==> config.mk <==
export PLATFORM = sky130hd
export DESIGN_NAME = keypad_bcd_entry_flat
export DESIGN_NICKNAME = d
export VERILOG_FILES = /design/src/rtl/keypad_bcd_entry_if.sv /design/src/rtl/keypad_bcd_entry.sv /design/src/flat_wrapper.sv
export SDC_FILE = /design/constraint.sdc
export NUM_CORES = 1
export LEC_CHECK = 0
export ABC_AREA = 0
export BUFFER_PORTS_ARGS = -buffer_cell sky130_fd_sc_hd__buf_2
export CORE_ASPECT_RATIO = 0.75
export CORE_MARGIN = 4
export CORE_UTILIZATION = 55
export DETAILED_ROUTE_END_ITERATION = 16
export HOLD_SLACK_MARGIN = 0.06
export PLACE_DENSITY = 0.77
export RECOVER_POWER = 100
export SLEW_MARGIN = 20
export SYNTH_ARGS = -nofsm -noshare
export SYNTH_HDL_FRONTEND = slang
export SYNTH_SLANG_ARGS = --single-unit
==> constraint.sdc <==
create_clock -name clk -period 7.5 [get_ports clk]
set_clock_uncertainty 0.15 [all_clocks]
set_input_delay 1.5 -clock clk [delete_from_list [all_inputs] [get_ports clk]]
set_output_delay 1.5 -clock clk [all_outputs]
set_load 0.02 [all_outputs]
==> src/rtl/keypad_bcd_entry_if.sv <==
// Bundle of key inputs, clear and BCD entry outputs for the keypad entry block.
interface keypad_bcd_entry_if #(
  parameter int unsigned NUM_DIGITS = 4
);
  logic [9:0]              keys;
  logic                    clear;
  logic [4*NUM_DIGITS-1:0] digits_out;
  logic [3:0]              count;
  logic                    full;
  logic                    digit_valid;
  logic [3:0]              digit_bcd;
  logic                    error;

  // Driver side (stimulus / keypad front end)
  modport master (
    output keys,
    output clear,
    input  digits_out,
    input  count,
    input  full,
    input  digit_valid,
    input  digit_bcd,
    input  error
  );

  // Entry block side
  modport slave (
    input  keys,
    input  clear,
    output digits_out,
    output count,
    output full,
    output digit_valid,
    output digit_bcd,
    output error
  );
endinterface

==> src/rtl/keypad_bcd_entry.sv <==
// Keypad to BCD entry sequencer: synchronises and debounces ten raw key lines, accepts a
// single key per press/release cycle and shifts its BCD code into the entry register.
module keypad_bcd_entry #(
  parameter int unsigned DEBOUNCE_CYCLES = 4,
  parameter int unsigned NUM_DIGITS      = 4
) (
  input  logic               clk,
  input  logic               rst_n,
  keypad_bcd_entry_if.slave  bus
);

  localparam int unsigned DigW = 4 * NUM_DIGITS;
  localparam int unsigned CntW = $clog2(DEBOUNCE_CYCLES + 1);
  // The counter is compared before its increment, so the final sample is seen at DEBOUNCE-1.
  localparam logic [CntW-1:0] CntLast  = CntW'(DEBOUNCE_CYCLES - 1);
  localparam logic [3:0]      CountMax = 4'(NUM_DIGITS);

  typedef enum logic [1:0] {
    StIdle,
    StPressDb,
    StWaitRel
  } state_e;

  state_e          state;
  logic [9:0]      sync1;
  logic [9:0]      ks;
  logic [9:0]      pat;
  logic [CntW-1:0] cnt;
  logic [DigW-1:0] digits;
  logic [3:0]      count;
  logic            digit_valid;
  logic [3:0]      digit_bcd;
  logic            error;
  logic            full;
  logic            pat_onehot;
  logic [3:0]      pat_bcd;

  assign full       = (count == CountMax);
  assign pat_onehot = $onehot(pat);

  // Encode the latched pattern to BCD; only meaningful when pat is one-hot.
  always_comb begin
    pat_bcd = '0;
    for (int k = 0; k < 10; k++) begin
      if (pat[k]) pat_bcd = 4'(k);
    end
  end

  // Two-flop synchroniser for the asynchronous key lines.
  always_ff @(posedge clk or negedge rst_n) begin
    if (!rst_n) begin
      sync1 <= '0;
      ks    <= '0;
    end else begin
      sync1 <= bus.keys;
      ks    <= sync1;
    end
  end

  // Debounce/accept FSM with registered entry outputs; clear overrides any accept.
  always_ff @(posedge clk or negedge rst_n) begin
    if (!rst_n) begin
      state       <= StIdle;
      pat         <= '0;
      cnt         <= '0;
      digits      <= '0;
      count       <= '0;
      digit_valid <= 1'b0;
      digit_bcd   <= '0;
      error       <= 1'b0;
    end else begin
      digit_valid <= 1'b0;
      error       <= 1'b0;
      if (bus.clear) begin
        digits <= '0;
        count  <= '0;
        cnt    <= '0;
        state  <= StWaitRel;
      end else begin
        unique case (state)
          StIdle: begin
            if (ks != '0) begin
              pat   <= ks;
              cnt   <= CntW'(1);
              state <= StPressDb;
            end
          end
          StPressDb: begin
            if (ks != pat) begin
              // Bounce: abandon silently.
              state <= StIdle;
            end else if (cnt == CntLast) begin
              cnt   <= '0;
              state <= StWaitRel;
              if (!pat_onehot || full) begin
                error <= 1'b1;
              end else begin
                digits      <= (digits << 4) | DigW'(pat_bcd);
                count       <= count + 4'd1;
                digit_bcd   <= pat_bcd;
                digit_valid <= 1'b1;
              end
            end else begin
              cnt <= cnt + CntW'(1);
            end
          end
          StWaitRel: begin
            // Any activity restarts the release window, so a held or changed key never repeats.
            if (ks != '0) begin
              cnt <= '0;
            end else if (cnt == CntLast) begin
              cnt   <= '0;
              state <= StIdle;
            end else begin
              cnt <= cnt + CntW'(1);
            end
          end
          default: begin
            cnt   <= '0;
            state <= StIdle;
          end
        endcase
      end
    end
  end

  assign bus.digits_out  = digits;
  assign bus.count       = count;
  assign bus.full        = full;
  assign bus.digit_valid = digit_valid;
  assign bus.digit_bcd   = digit_bcd;
  assign bus.error       = error;

endmodule
==> src/flat_wrapper.sv <==
// flat-port wrapper written by rule: the top's interface ports become plain ports
module keypad_bcd_entry_flat 
#(
  parameter int unsigned DEBOUNCE_CYCLES = 4,
  parameter int unsigned NUM_DIGITS      = 4
)
  (clk, rst_n, bus_keys, bus_clear, bus_digits_out, bus_count, bus_full, bus_digit_valid, bus_digit_bcd, bus_error);
  keypad_bcd_entry_if #(.NUM_DIGITS(NUM_DIGITS)) bus_i ();
  input  logic clk;
  input  logic rst_n;
  input wire logic [$bits(bus_i.keys)-1:0] bus_keys;
  input wire logic [$bits(bus_i.clear)-1:0] bus_clear;
  output wire logic [$bits(bus_i.digits_out)-1:0] bus_digits_out;
  output wire logic [$bits(bus_i.count)-1:0] bus_count;
  output wire logic [$bits(bus_i.full)-1:0] bus_full;
  output wire logic [$bits(bus_i.digit_valid)-1:0] bus_digit_valid;
  output wire logic [$bits(bus_i.digit_bcd)-1:0] bus_digit_bcd;
  output wire logic [$bits(bus_i.error)-1:0] bus_error;
  assign bus_i.keys = bus_keys;
  assign bus_i.clear = bus_clear;
  assign bus_digits_out = bus_i.digits_out;
  assign bus_count = bus_i.count;
  assign bus_full = bus_i.full;
  assign bus_digit_valid = bus_i.digit_valid;
  assign bus_digit_bcd = bus_i.digit_bcd;
  assign bus_error = bus_i.error;
  keypad_bcd_entry #(.DEBOUNCE_CYCLES(DEBOUNCE_CYCLES), .NUM_DIGITS(NUM_DIGITS)) u_core (.clk(clk), .rst_n(rst_n), .bus(bus_i));
endmodule
# --- Yosys cells after proc, flatten, opt, wreduce, memory -nomap -nowiden ---
# Cells that the tools add are included.
word_totals:
  ff_bits: 61
  input_bits: 13
  elab_cells: 91
op_classes:
  n_addsub: 11
  eq_ne: 13
  muxes: 42
  bitwise_logic: 4
  reduce_logical: 11
op_table:
  columns: ["operator", "n"]
  rows:
  - ["$mux 16", 5]
  - ["$mux 4", 13]
  - ["$add 4x4->4", 4]
  - ["$or 16x4->16", 1]
  - ["$mux 3", 5]
  - ["$mux 2", 6]
  - ["$mux 1", 11]
  - ["$add 1x1->2", 5]
  - ["$ne 10x10->1", 1]
  - ["$reduce_bool 10->1", 1]
  - ["$pmux 3 s3", 1]
  - ["$reduce_and 4->1", 2]
  - ["$ne 3x2->1 const B", 2]
  - ["$ne 3x3->1 const B", 2]
  - ["$pmux 2 s3", 1]
  - ["$reduce_and 5->1", 1]
  - ["$add 4x1->4 const B", 1]
  - ["$eq 4x1->1 const B", 1]
  - ["$eq 4x3->1 const B", 1]
  - ["$ne 2x2->1 const B", 2]
  - ["$ne 4x2->1 const B", 1]
  - ["$reduce_bool 2->1", 2]
  - ["$add 3x1->3 const B", 1]
  - ["$eq 3x2->1 const B", 1]
  - ["8 further kinds", 10]

# --- Logic depth before layout (Yosys ltp) ---
logic_depth:
  ltp_word: 15
  ltp_mapped: 14
  ltp_nobuf: 12

# --- Worst setup path before layout ---
# OpenSTA, ideal clock, no wires.
synth_timing:
  kind: "reg2reg"
  start: "reg u_core.pat[1]"
  end: "reg u_core.digit_bcd[0] (netlist: u_core.bus.digit_bcd[0])"
  setup_ns: 0.125
  arrival_ns: 3.850
  required_ns: 7.225
  slack_ns: 3.376
  stages_incl_launch_ff: 11
  path_buffers: 0
  path_cell_list: "dfrtp_1 -> ha_1 -> inv_1 -> fa_1 -> fa_1 -> fa_1 -> fa_1 -> nor4b_1 -> o21ai_1 -> nor3_1 -> mux2_2"
synth_between:
  elab_chain_len: 9
  elab_cells_between_ends: 20
synth_rtl:
  columns: ["item", "line", "text"]
  rows:
  - ["start: declaration", "keypad_bcd_entry.sv:27", "logic [9:0] pat;"]
  - ["start signal: assignment", "keypad_bcd_entry.sv:83", "pat <= ks;"]
  - ["$add 1x1->2 (implied by the code) or $mux 1 (tied branches)", "keypad_bcd_entry.sv:39, keypad_bcd_entry.sv:45", null]
  - ["$add 4x4->4 (implied by the code) or $mux 4 (tied branches) (3 in a row)", "keypad_bcd_entry.sv:39, keypad_bcd_entry.sv:45", null]
  - ["$eq 4x1->1 or $mux 4 (tied branches)", "keypad_bcd_entry.sv:39, keypad_bcd_entry.sv:45", null]
  - ["$logic_not 1->1 or $mux 4 (tied branches)", "keypad_bcd_entry.sv:95, keypad_bcd_entry.sv:45", null]
  - ["$logic_or 1x1->1 or $mux 4 (tied branches)", "keypad_bcd_entry.sv:95, keypad_bcd_entry.sv:45", null]
  - ["$not 1->1 (no source line) or $mux 4 (tied branches)", null, null]
  - ["$reduce_and 5->1 (no source line) or $mux 4 (tied branches)", null, null]
  - ["end signal: assignment", "keypad_bcd_entry.sv:100", "digit_bcd <= pat_bcd;"]
  - ["end: declaration", "keypad_bcd_entry.sv:32", "logic [3:0] digit_bcd;"]
# Several ways; a longest one is shown, not always the timed one.
# A chain may end at the register's enable or synchronous reset.

# --- Worst setup path after layout ---
layout_timing:
  start: "reg u_core.pat[4]"
  end: "reg u_core.digit_bcd[0] (netlist: u_core.bus.digit_bcd[0])"
layout_between:
  elab_chain_len: 9
  elab_cells_between_ends: 17
layout_rtl:
  columns: ["item", "line", "text"]
  rows:
  - ["$add 1x1->2 (implied by the code)", "keypad_bcd_entry.sv:39", "assign pat_onehot = $onehot(pat);"]
  - ["$add 4x4->4 (implied by the code) (3 in a row)", "keypad_bcd_entry.sv:39", null]
  - ["$eq 4x1->1", "keypad_bcd_entry.sv:39", null]
  - ["$logic_not 1->1", "keypad_bcd_entry.sv:95", "if (!pat_onehot || full) begin"]
  - ["$logic_or 1x1->1", "keypad_bcd_entry.sv:95", null]
  - ["$not 1->1 (no source line)", null, null]
  - ["$reduce_and 5->1 (no source line)", null, null]
# Several ways; a longest one is shown, not always the timed one.

==> results.cfg <==
[drt]
first_pass_iters = 4
highest_layer = met4
viasPerCell = 5.54
dr_wl_met2_mm = 2.68
final_antenna_net_count = 0
vias = 2105
drtIter0Drc = 183
drt-total-wl_mm = 5.81
drc = 0
wl_met1_mm = 2.75
dr_wl_met3_um = 323
post_drt_wl_per_cell_um = 15.3

[sta]
min_period_over_period_pct = 65.2
layout_min_cycle_time_ps = 4890
rsz0062_at_grt = no
timing.hold.ws_ps = 198
setup_viol = 0
max_freq_mhz = 205
max-slew-margin-rel_pct = -109
worst_slew_pin_slew_ps = 3140
hold_violations = 0
fin_tns_setup_ps = 0
slew_violations = 62

[yosys]
ys_seq_area_share_pct = 53.1
ys_ff_latch = 61
ys_types = 41
ys_dominant_reg_cell = dfrtp_1
avgSynthCellArea_um2 = 11.0
synth.net_count = 294
synth_top_area_share_pct = 53.1
synth_area_um2 = 2870
yosys_warnings = 0
async_reset_ff_share_pct = 100
synth-edff-count = 0
synth_top_area_cell = dfrtp_1
synth_top_cells_by_area = dfrtp_1 53%, ha_1 5.7%, fa_1 4.2%
synthCells = 262

[global_routing]
grt_max_degree = 62
grt_first_pass_wirelength_mm = 10.0
overflow = 0
grt_use_total_pct = 19.7
antenna_found_initial = 0
grt_pass1_vias = 2020

[setup_path]
crit_required_ps = 7570
arrival_ps = 4960
startpoint_type = register
crit_type = register to register
reg2reg_setup_slack_ps = 2610
reg2reg_depth = 12
cp_max_fo = 25
r2r-start = u_core.pat[4]$_DFFE_PN0P_
critPathCaptureType = register
reg2reg_to = u_core.bus.digit_bcd[0]$_DFFE_PN0P_

[outcome]
status = finished, violations left
violations = capacitance limit, slew limit

[clock_tree]
post_cts_buffers = 0
numCtsBuffers = 9
clk_pin_slew_ps = 70
cts_hold_buf = 0
cts_buffer_depth = 2
clkLatencyLatePin_ps = 330
htreeDepth = 3
cts.sinks = 61
cts_tree = yes
ctsResizeCount = 0
cts-root-buf = clkbuf_8

[hold_path]
hold_class = register to register
hold_path_startpoint = u_core.sync1[8]$_DFF_PN0_
hold_end = u_core.ks[8]$_DFF_PN0_
worstHoldPathCells = 0

[floorplanning]
io_pins = 40
initial_core_util_pct = 57.7
num_rows = 22
die_area_um2 = 6460
die_x_um = 91.5
die_h_um = 70.6
core_um2 = 4980

[final_layout]
final_common_cell = dfrtp_1
fill_cells = 402
final_core_util_pct = 66.5
mostFrequentLayoutCells = 61 x dfrtp_1, 31 x clkbuf_1, 25 x o21ai_0
fin_nets = 335
drive_gt1_share_pct = 12.0
n_antenna_cell = 0
area_delta_synth_final_pct = 15.4

[pwr]
power_density_nw_per_um2 = 285
peakVddDrop_mv = 0.177
leakage_uw = 0.00143

[place]
place_congestion = 0.830
io_buffers = 39
place_hpwl_mm = 3.94

[run]
cap_viol_max_count = 1
[per-stage QoR]
stage / setup slack (ps) / std cells / cell area (um2) / power (uW)
finish: 2610 / 380 / 3320 / 944
global route: 2220 / 380 / 3320 / 1000
CTS: 2930 / 380 / 3380 / 956
detailed placement: 2980 / 364 / 3140 / 597
global placement: 3120 / 364 / 3140 / 591
floorplan: 3380 / 262 / 2870 / 538
[registers in the layout, summed over array words and instances, names as in the netlist]
| name | count |
|---|---|
| u_core.cnt | 3 |
| u_core.bus.digit_valid | 1 |
| u_core.state | 2 |
| u_core.bus.count | 4 |
| u_core.ks | 10 |
| u_core.pat | 10 |
| u_core.sync1 | 10 |
| u_core.bus.digit_bcd | 4 |
| u_core.bus.digits_out | 16 |
| u_core.bus.error | 1 |
[worst max path at each step]
| stage | slack [ps] | from | depth (start not counted) | endpoint |
|---|---|---|---|---|
| floorplan | 3380 | u_core.pat[1]$_DFFE_PN0P_ | 10 | u_core.bus.digit_bcd[0]$_DFFE_PN0P_ |
| global placement | 3120 | u_core.pat[1]$_DFFE_PN0P_ | 11 | u_core.bus.digit_bcd[2]$_DFFE_PN0P_ |
| detailed placement | 2980 | u_core.pat[2]$_DFFE_PN0P_ | 12 | u_core.bus.digit_bcd[2]$_DFFE_PN0P_ |
| CTS | 2930 | u_core.pat[2]$_DFFE_PN0P_ | 12 | u_core.bus.digit_bcd[0]$_DFFE_PN0P_ |
| global route | 2220 | u_core.pat[4]$_DFFE_PN0P_ | 12 | u_core.bus.digit_bcd[0]$_DFFE_PN0P_ |
| finish | 2610 | u_core.pat[4]$_DFFE_PN0P_ | 12 | u_core.bus.digit_bcd[0]$_DFFE_PN0P_ |
[per-layer routing]
layer	global-route usage [%]	vias to the layer above
met3	5.42	7
met5	0	-
li1	-	1002
met4	6.35	0
met1	28.6	1029
met2	28.8	67
[kinds of logic after synthesis]
kind of cell / Yosys count / share of synthesized area [%]
AO/OA/AOI/OAI: 59 / 11.5
adder cells (fa/ha/maj): 19 / 9.84
flip-flops: 61 / 53.1
multiplexers: 9 / 3.48
AND/OR/NAND/NOR: 70 / 14.4
buffers and inverters: 34 / 4.62
XOR/XNOR: 10 / 3.05
[power breakdown]
part	internal, uW	leakage, uW	total, uW	switching, uW
Sequential	342	0.000779	355	13.6
Combinational	68.2	0.000538	233	164
Clock	222	0.000116	356	134
[cells in the mapped netlist, types with 2 or more instances]
cell,instances
nand2_1,11
nor3_1,6
mux2_2,8
o21ai_0,24
o31ai_1,2
nand3_1,18
nand4_1,3
or4_1,4
inv_1,22
ha_1,13
nand2b_1,2
nor4b_1,2
dfrtp_1,61
a21oi_1,22
xor2_1,10
or3_1,3
a211oi_1,2
clkbuf_1,8
nor2b_1,5
fa_1,6
buf_2,4
nor2_1,7
[worst max-delay path: stages, from the launching register on]
cell and delay (ps):
dfrtp_1 430, inv_1 80, ha_1 290, inv_1 70, fa_1 420, fa_1 490, fa_1 450, fa_1 410
nor4b_1 420, o21ai_0 170, clkbuf_1 410, nor3_1 600, mux2_2 400
[cell type report]
cell class	count	area, um2	area share [%]
Tap cell	72	90.1	2.72
Multi-Input combinational cell	167	1200	36.2
Clock inverter	7	123	3.70
Clock buffer	9	124	3.74
Inverter	22	82.6	2.49
Timing Repair Buffer	42	171	5.17
Sequential cell	61	1530	46.0
(Power assumes the default switching activity.)
